File: config.mk
export PLATFORM = sky130hd
export DESIGN_NAME = mux_scan_ctrl
export DESIGN_NICKNAME = d
export VERILOG_FILES = /design/src/rtl/mux_scan_pkg.sv /design/src/rtl/mux_scan_settle_cnt.sv /design/src/rtl/mux_scan_ctrl.sv
export SDC_FILE = /design/constraint.sdc
export NUM_CORES = 1
export LEC_CHECK = 0
export ABC_AREA = 1
export CAP_MARGIN = 20
export CORE_ASPECT_RATIO = 1.5
export CORE_MARGIN = 8
export CORE_UTILIZATION = 57
export CTS_CLUSTER_DIAMETER = 200
export DETAILED_ROUTE_END_ITERATION = 8
export GPL_TIMING_DRIVEN = 0
export PLACE_DENSITY = 0.94
export SLEW_MARGIN = 15
export SYNTH_ARGS = -nofsm -noshare
export SYNTH_HDL_FRONTEND = slang
export SYNTH_SLANG_ARGS = --single-unit
File: constraint.sdc
create_clock -name clk -period 2.07 [get_ports clk]
set_input_delay 0.414 -clock clk [delete_from_list [all_inputs] [get_ports clk]]
set_output_delay 0.414 -clock clk [all_outputs]
set_load 0.02 [all_outputs]
File: src/rtl/mux_scan_pkg.sv
// mux_scan_pkg
//
// Shared definitions for the mux scan controller: the controller state
// encoding, channel/index/counter widths and a small parity helper.
// Imported by mux_scan_settle_cnt and mux_scan_ctrl.
package mux_scan_pkg;

    localparam int NUM_CH = 8;   // number of mux inputs scanned per word
    localparam int IDX_W  = 3;   // width of the select index
    localparam int CNT_W  = 4;   // width of the settle counter (0..15)

    // Index of the final channel; sampling it ends the scan.
    localparam logic [IDX_W-1:0] IDX_LAST = IDX_W'(NUM_CH - 1);

    typedef enum logic [1:0] {
        IDLE = 2'd0,
        SCAN = 2'd1,
        HOLD = 2'd2
    } state_t;

    // Even parity bit: 1 when the word has an odd number of ones, so that
    // word plus parity always carries an even count.
    function automatic logic even_parity(input logic [NUM_CH-1:0] word);
        return ^word;
    endfunction

endpackage

File: src/rtl/mux_scan_settle_cnt.sv
// mux_scan_settle_cnt
//
// Per-select settle timer. While en is high it counts 0..SETTLE_CYCLES and
// raises tc_o in the cycle the count equals SETTLE_CYCLES; on that cycle it
// wraps back to 0 so the next select window starts fresh. clr forces the
// count to 0 (used whenever the controller is not scanning).
//
// Parameters:
//   SETTLE_CYCLES  extra wait cycles per select value (0..15)
// Ports:
//   clk    clock, rising edge
//   rst    synchronous active-high reset
//   en     count enable
//   clr    synchronous clear (priority over en)
//   tc_o   terminal count: sample point of the current select window
module mux_scan_settle_cnt
    import mux_scan_pkg::*;
#(
    parameter int unsigned SETTLE_CYCLES = 0
)
(
    input  logic clk,
    input  logic rst,
    input  logic en,
    input  logic clr,
    output logic tc_o
);

    localparam logic [CNT_W-1:0] CNT_LAST = CNT_W'(SETTLE_CYCLES);

    logic [CNT_W-1:0] cnt_q;
    logic [CNT_W-1:0] cnt_d;
    logic             at_last;

    assign at_last = (cnt_q == CNT_LAST);
    assign tc_o    = en & at_last;

    always_comb begin
        cnt_d = cnt_q;
        if (clr) begin
            cnt_d = '0;
        end else if (en) begin
            if (at_last) begin
                cnt_d = '0;
            end else begin
                cnt_d = cnt_q + CNT_W'(1);
            end
        end
    end

    always_ff @(posedge clk) begin
        if (rst) begin
            cnt_q <= '0;
        end else begin
            cnt_q <= cnt_d;
        end
    end

endmodule

File: src/rtl/mux_scan_ctrl.sv
// mux_scan_ctrl
//
// Scan controller for an external 8x1 single-bit mux. On start it steps the
// select lines through 0..7, samples mux_in once per select (in the last
// cycle of each settle window), assembles the samples into a byte and
// offers it downstream on a valid/ready handshake.
//
// Optional feature macro: MUX_SCAN_PARITY_EN
//   defined   -> parity_o port present, equal to ^data_o, registered with it
//   undefined -> parity_o port and its logic are absent
//
// Parameters:
//   SETTLE_CYCLES  extra wait cycles per select value before sampling (0..15)
// Ports:
//   clk       clock, rising edge
//   rst       synchronous active-high reset
//   start     scan request, only honoured in IDLE (or on a HOLD transfer)
//   busy      high in SCAN and HOLD
//   sel0..2   mux select, {sel2,sel1,sel0} = current index while scanning
//   mux_in    mux output being scanned
//   data_o    assembled word, data_o[k] = sample taken with select k
//   valid_o   data_o valid
//   parity_o  even parity of data_o (MUX_SCAN_PARITY_EN only)
//   ready_i   downstream accepts data_o
module mux_scan_ctrl
    import mux_scan_pkg::*;
#(
    parameter int unsigned SETTLE_CYCLES = 0
)
(
    input  logic              clk,
    input  logic              rst,
    input  logic              start,
    output logic              busy,
    output logic              sel0,
    output logic              sel1,
    output logic              sel2,
    input  logic              mux_in,
    output logic [NUM_CH-1:0] data_o,
    output logic              valid_o,
`ifdef MUX_SCAN_PARITY_EN
    output logic              parity_o,
`endif
    input  logic              ready_i
);

    state_t            state_q;
    state_t            state_d;
    logic [IDX_W-1:0]  idx_q;
    logic [IDX_W-1:0]  idx_d;
    logic [NUM_CH-1:0] shadow_q;
    logic [NUM_CH-1:0] shadow_d;
    logic [NUM_CH-1:0] shadow_we;
    logic [NUM_CH-1:0] data_q;
    logic [NUM_CH-1:0] data_d;
    logic              valid_q;
    logic              valid_d;

    logic              scanning;
    logic              settle_tc;
    logic              sample_now;
    logic              xfer;
    logic [IDX_W-1:0]  sel_vec;

    assign scanning   = (state_q == SCAN);
    assign sample_now = scanning & settle_tc;
    assign xfer       = valid_q & ready_i;

    // Counter is held at zero outside SCAN so every scan begins with a full
    // settle window on select 0.
    mux_scan_settle_cnt #(
        .SETTLE_CYCLES (SETTLE_CYCLES)
    ) u_settle_cnt (
        .clk  (clk),
        .rst  (rst),
        .en   (scanning),
        .clr  (~scanning),
        .tc_o (settle_tc)
    );

    // Per-channel shadow write: bit gi captures mux_in on the sample point
    // of select window gi and otherwise keeps its value.
    generate
        for (genvar gi = 0; gi < NUM_CH; gi++) begin : g_shadow
            assign shadow_we[gi] = sample_now && (idx_q == IDX_W'(gi));
            assign shadow_d[gi]  = shadow_we[gi] ? mux_in : shadow_q[gi];
        end
    endgenerate

    always_comb begin
        state_d = state_q;
        idx_d   = idx_q;
        data_d  = data_q;
        valid_d = valid_q;

        unique case (state_q)
            IDLE: begin
                if (start) begin
                    state_d = SCAN;
                    idx_d   = '0;
                end
            end

            SCAN: begin
                if (sample_now) begin
                    if (idx_q == IDX_LAST) begin
                        // shadow_d already holds the final sample, so the
                        // word is published on the same edge that enters HOLD.
                        state_d = HOLD;
                        idx_d   = '0;
                        data_d  = shadow_d;
                        valid_d = 1'b1;
                    end else begin
                        idx_d = idx_q + IDX_W'(1);
                    end
                end
            end

            HOLD: begin
                if (xfer) begin
                    valid_d = 1'b0;
                    idx_d   = '0;
                    // start in the transfer cycle chains straight into a
                    // new scan with no idle bubble.
                    state_d = start ? SCAN : IDLE;
                end
            end

            default: begin
                state_d = IDLE;
                idx_d   = '0;
                valid_d = 1'b0;
            end
        endcase
    end

    always_ff @(posedge clk) begin
        if (rst) begin
            state_q  <= IDLE;
            idx_q    <= '0;
            shadow_q <= '0;
            data_q   <= '0;
            valid_q  <= 1'b0;
        end else begin
            state_q  <= state_d;
            idx_q    <= idx_d;
            shadow_q <= shadow_d;
            data_q   <= data_d;
            valid_q  <= valid_d;
        end
    end

    // Selects follow the index only while scanning; IDLE and HOLD park at 0.
    assign sel_vec = scanning ? idx_q : '0;
    assign sel0    = sel_vec[0];
    assign sel1    = sel_vec[1];
    assign sel2    = sel_vec[2];

    assign busy    = (state_q != IDLE);
    assign data_o  = data_q;
    assign valid_o = valid_q;

`ifdef MUX_SCAN_PARITY_EN
    logic parity_q;
    logic parity_d;

    // Derived from data_d so parity updates on exactly the edge data_o does.
    assign parity_d = even_parity(data_d);

    always_ff @(posedge clk) begin
        if (rst) begin
            parity_q <= 1'b0;
        end else begin
            parity_q <= parity_d;
        end
    end

    assign parity_o = parity_q;
`endif

endmodule
* Word-level counts from Yosys, hierarchy flattened *
Cells that the tools add are included.
Widths: inputs -> output; s select.

storage, ports and cells
  register bits after elaboration = 26
  bits in latches = 0
  memory bits (writable) = 0
  memory bits (read-only) = 0
  output and inout port bits = 13
  logic and storage cells = 67
  memories = 0

cells by class
  add/subtract/negate cells = 2
  multipliers = 0
  div/mod/pow operators = 0
  order comparisons = 0
  equality and inequality tests = 13
  shift operators = 0
  muxes and demuxes = 24
  bitwise operators = 5
  reduce and logical (&&, ||, !) cells = 17

operators by type and width
  cell                 number
  $mux 3               5
  $eq 3x3->1 const B   4
  $mux 1               12
  $pmux 3 s3           1
  $logic_and 1x1->1    8
  $mux 2               4
  $reduce_and 4->1     2
  $eq 3x2->1 const B   2
  $pmux 2 s3           1
  $reduce_and 3->1     2
  $add 4x1->4 const B  1
  $logic_not 4->1      1
  $ne 2x1->1 const B   2
  $ne 2x2->1 const B   2
  $add 3x1->3 const B  1
  $and 1x1->1          3
  $eq 3x1->1 const B   1
  $logic_not 3->1      1
  $pmux 1 s3           1
  $reduce_or 3->1      1
  $eq 2x1->1 const B   1
  $eq 2x2->1 const B   1
  $logic_not 2->1      1
  $not 1->1            2
  $reduce_bool 2->1    1

* Logic depth before layout (Yosys ltp) *
  depth in word-level cells = 5
  gate-level depth with buffers = 10
  mapped depth without buffers = 9

* By module *
From an unflattened synthesis, not the netlist that was laid out.

unflattened totals
  cells, all modules = 194
  area, all modules = 1337.5 sq um

by module, submodules not included
  module               times used  cells each  area each (sq um)  sequential area each (sq um)
  mux_scan_ctrl        1           161         1121.1             420.4
  mux_scan_settle_cnt  1           33          216.5              80.1

* Worst setup path before layout *
OpenSTA, ideal clock, no wires.

  path kind = register -> register
  start = register idx_q[0]
  end = register state_q[0]
  library setup time = 0.113 ns
  arrival time = 1.194 ns
  data required time = 1.957 ns
  path slack = 0.763 ns
  stages on the path, launching flop included = 8
  buffers on the path = 0
  cell sequence = dfxtp_1 -> ha_1 -> ha_1 -> inv_1 -> o21ai_0 -> o21ai_0 -> nor2_1 -> nor2_1

between the ends
  longest elaborated chain between the ends = 3

RTL lines
  item                               line                  source
  start: declaration                 mux_scan_ctrl.sv:49   logic [IDX_W-1:0] idx_q;
  start signal: assignment           mux_scan_ctrl.sv:146  idx_q <= idx_d;
  $eq 3x3->1                         mux_scan_ctrl.sv:106  if (idx_q == IDX_LAST) begin
  $ne 2x1->1 (no source line)        --
  $reduce_and 4->1 (no source line)  --
  end signal: assignment             mux_scan_ctrl.sv:145  state_q <= state_d;
  end: declaration                   mux_scan_ctrl.sv:47   state_t state_q;

No other way between the ends.
A chain may end at the register's enable or synchronous reset.

* Worst setup path after layout *
  start = register state_q[1]
  end = output port busy

between the ends
  longest elaborated chain between the ends = 1

RTL lines
  item               line                  source
  $reduce_bool 2->1  mux_scan_ctrl.sv:159  assign busy = (state_q != IDLE);
  end: declaration   mux_scan_ctrl.sv:34   output logic busy,

No other way between the ends.

==> flow_summary_export.csv <==
group,metric,value,unit
outcome,outcome,"finished, final reports clean",
critical_path,slowest_stage,"clkdlybuf4s50_1",
worst_hold_path,hold_start,"mux_in",
sta,worstMarginPinSlew,488,ps
finish,final_nets,214,
drt,wl_per_cell,11.6,um
synthesis,syn-num-nets,193,
sta,drv_slew,0,
clock_network,clock-root-buffer,"clkbuf_4",
critical_path,start_kind,"register",
drt,drt_iter0_markers,32,
global_route,busiest_layer,"met2",
critical_path,cp_max_fo,4,
synthesis,syn_area,1310,sq um
sta,max_freq,0.500,GHz
global_route,grt_pass1_wl,4260,um
critical_path,rr_startpoint,"idx_q[0]",
clock_network,cts_tree,"done",
drt,drc,0,
drt,vias,1181,
global_route,track_usage,13.6,%
finish,syn2layout_area_growth,16.3,%
clock_network,clkLatencyLatePin,320,ps
placement,placed_cell_area,1500,sq um
synthesis,synth_seq_cells,25,
clock_network,numClockSinks,25,
placement,dpl.hpwl,2050,um
sta,fin_skew,3.92,ps
synthesis,syn_inst,180,
clock_network,post-cts-setup-buffers,0,
clock_network,cts_buffers,3,
worst_hold_path,min_path_cells,3,
clock_network,clk_path_buf_depth,2,
floorplanning,ios,18,
drt,firstDrtPassIters,4,
sta,setup-tns-final,0,ps
critical_path,critical_path_arrival,1590,ps
finish,final_cell_area,1520,sq um
critical_path,crit_family,"buffers and inverters",
power,power_leakage,0.678,nW
sta,worst_hold_slack,410,ps
sta,fin_crit_sh,96.6,%
placement,gp_congestion,0.837,
global_route,use_met3,2.57,%
synthesis,yosys_warnings,0,
critical_path,cp-end-kind,"output port",
critical_path,timing.reg2reg.setup_slack,540,ps
sta,final-hold-violation-count,0,
drt,drtAntennaViolNets,0,
placement,dpl_worst_slack,321,ps
global_route,grt_use_met2,25.3,%
synthesis,yosysSeqAreaShare,38.3,%
finish,drive_gt1_share,9.50,%
worst_hold_path,min_to,"data_o[7]",
sta,rsz0062_at_grt,"no",
clock_network,cts_resized,3,
clock_network,htreeDepth,1,
global_route,grt.overflow.total,0,
clock_network,clk_pin_slew,130,ps
drt,via_per_inst,5.30,
finish,n_antenna_cell,0,
floorplanning,die_w,55.1,um
sta,slew_headroom,67.5,%
global_route,grt_max_degree,15,
synthesis,ys_types,22,
global_route,antenna_found_initial,0,
floorplanning,die_area,4110,sq um
global_route,grt_use_met1,12.4,%
job,max_cap_viol_count,0,
power,peakVddDrop,0.483,mV
critical_path,cp.required,1660,ps
critical_path,critical_path.cell_chain,"nor2_1 -> inv_1 -> clkdlybuf4s50_1",
power,power,0.793,mW
synthesis,syn_avg_cell_area,7.26,sq um
sta,finalCriticalPeriod,2000,ps
sta,finalWorstSetupSlack,70.1,ps
power,powerDensity,522,nW/um^2
critical_path,cp_num_buf_inv,2,
critical_path,worst-r2r-cell-count,7,
drt,drt-total-wl,2590,um
floorplanning,dieHeight,74.7,um
critical_path,worst_path_largest_cell_delay,590,ps
critical_path,critPathKind,"register to output port",
global_route,grt_pass1_vias,1090,
clock_network,cts-hold-fix-buffers,0,
floorplanning,core,2210,sq um
floorplanning,initial_utilization,59.2,%
critical_path,r2r-end,"state_q[0]",
placement,portBuffers,16,
sta,setup_viol,0,
worst_hold_path,hp-class,"primary input to register",
floorplanning,rows,21,
==> sequential cells by signal, summed over array words and instances (netlist names) <==
register	count
data_o	8
idx_q	3
shadow_q	7
state_q	2
u_settle_cnt.cnt_q	4
valid_o	1
==> area by class of cell <==
class / instances / area [sq um]
clock inverters: 1 / 5.00
plain buffers: 7 / 48.8
repair buffers: 16 / 156
clock buffers: 3 / 22.5
flip-flops and latches: 25 / 500
well taps: 23 / 28.8
inverters: 35 / 131
fillers: 194 / 687
multi-input cells: 113 / 627
==> Yosys cell counts <==
cell      instances  share of area (%)
nor3_1            1               0.38
o21ai_0           2               0.77
inv_2             3               0.86
nor2_8            1                1.5
nand3_4           1                1.3
clkbuf_1          1               0.29
inv_1            32                9.2
nand3_2           1               0.77
xnor2_1           1               0.67
a21oi_2           2                1.3
dfxtp_1          25                 38
nand4_1           8                3.8
buf_6             2                1.7
buf_4             1               0.57
nor2_4            1               0.86
nor2_1           18                5.2
nand3_1          19                7.3
a21oi_1          17                6.5
ha_1              8                7.7
nand2_1          32                9.2
buf_2             3                1.1
xor2_1            1               0.67
==> cell usage in the layout, fill, tap and decap left out, types with 2 or more instances in the layout <==
cell type	Yosys	layout
nand4_1	8	8
dfxtp_1	25	25
a21oi_1	17	17
buf_2	3	3
inv_2	3	3
dlygate4sd2_1	0	3
nand3_1	19	19
buf_6	2	2
clkbuf_4	0	3
nand2_1	32	32
a21oi_2	2	2
o21ai_0	2	2
nor2_1	18	18
ha_1	8	8
clkdlybuf4s50_1	0	13
inv_1	32	32
==> worst min-delay path, cell delays in order <==
cell	delay (ps)
buf_2	150
nand2_1	80
a21oi_1	50
==> metal layers <==
metal  routed length (um)  part of all wire (%)
met1                  982                    38
met5                    0                     0
met3                  157                   6.1
met2                 1380                    53
met4                   76                   2.9
==> kinds of logic after synthesis <==
family / count (synthesis) / synth area share, %
buffers and inverters: 42 / 13.8
AO/OA/AOI/OAI: 21 / 8.61
XOR/XNOR: 2 / 1.34
AND/OR/NAND/NOR: 82 / 30.3
adder cells (fa/ha/maj): 8 / 7.66
flip-flops: 25 / 38.3
==> per-stage QoR <==
stage               instances  utilization [%]
floorplan                 180                -
global placement          219             67.8
detailed placement        219             67.8
CTS                       223             68.9
global route              223             68.9
finish                    223             68.9
==> report_power, final <==
| part | switching (mW) | total [mW] | internal (mW) | leakage, nW |
|---|---|---|---|---|
| combinational | 0.0507 | 0.0800 | 0.0293 | 0.458 |
| sequential | 0.00534 | 0.493 | 0.488 | 0.202 |
| clock | 0.148 | 0.220 | 0.0724 | 0.0177 |
| total | 0.204 | 0.793 | 0.589 | 0.678 |
==> worst max-delay path by stage <==
stage                     startpoint         end  slack, ps  cells past startpoint
after floorplan             idx_q[0]  state_q[0]        760                      7
after global placement    state_q[1]        sel1        350                      4
after detailed placement  state_q[1]        sel1        320                      4
after CTS                 state_q[1]        busy         70                      3
after global routing      state_q[1]        busy          1                      3
final                     state_q[1]        busy         70                      3
(Power assumes the default switching activity.)
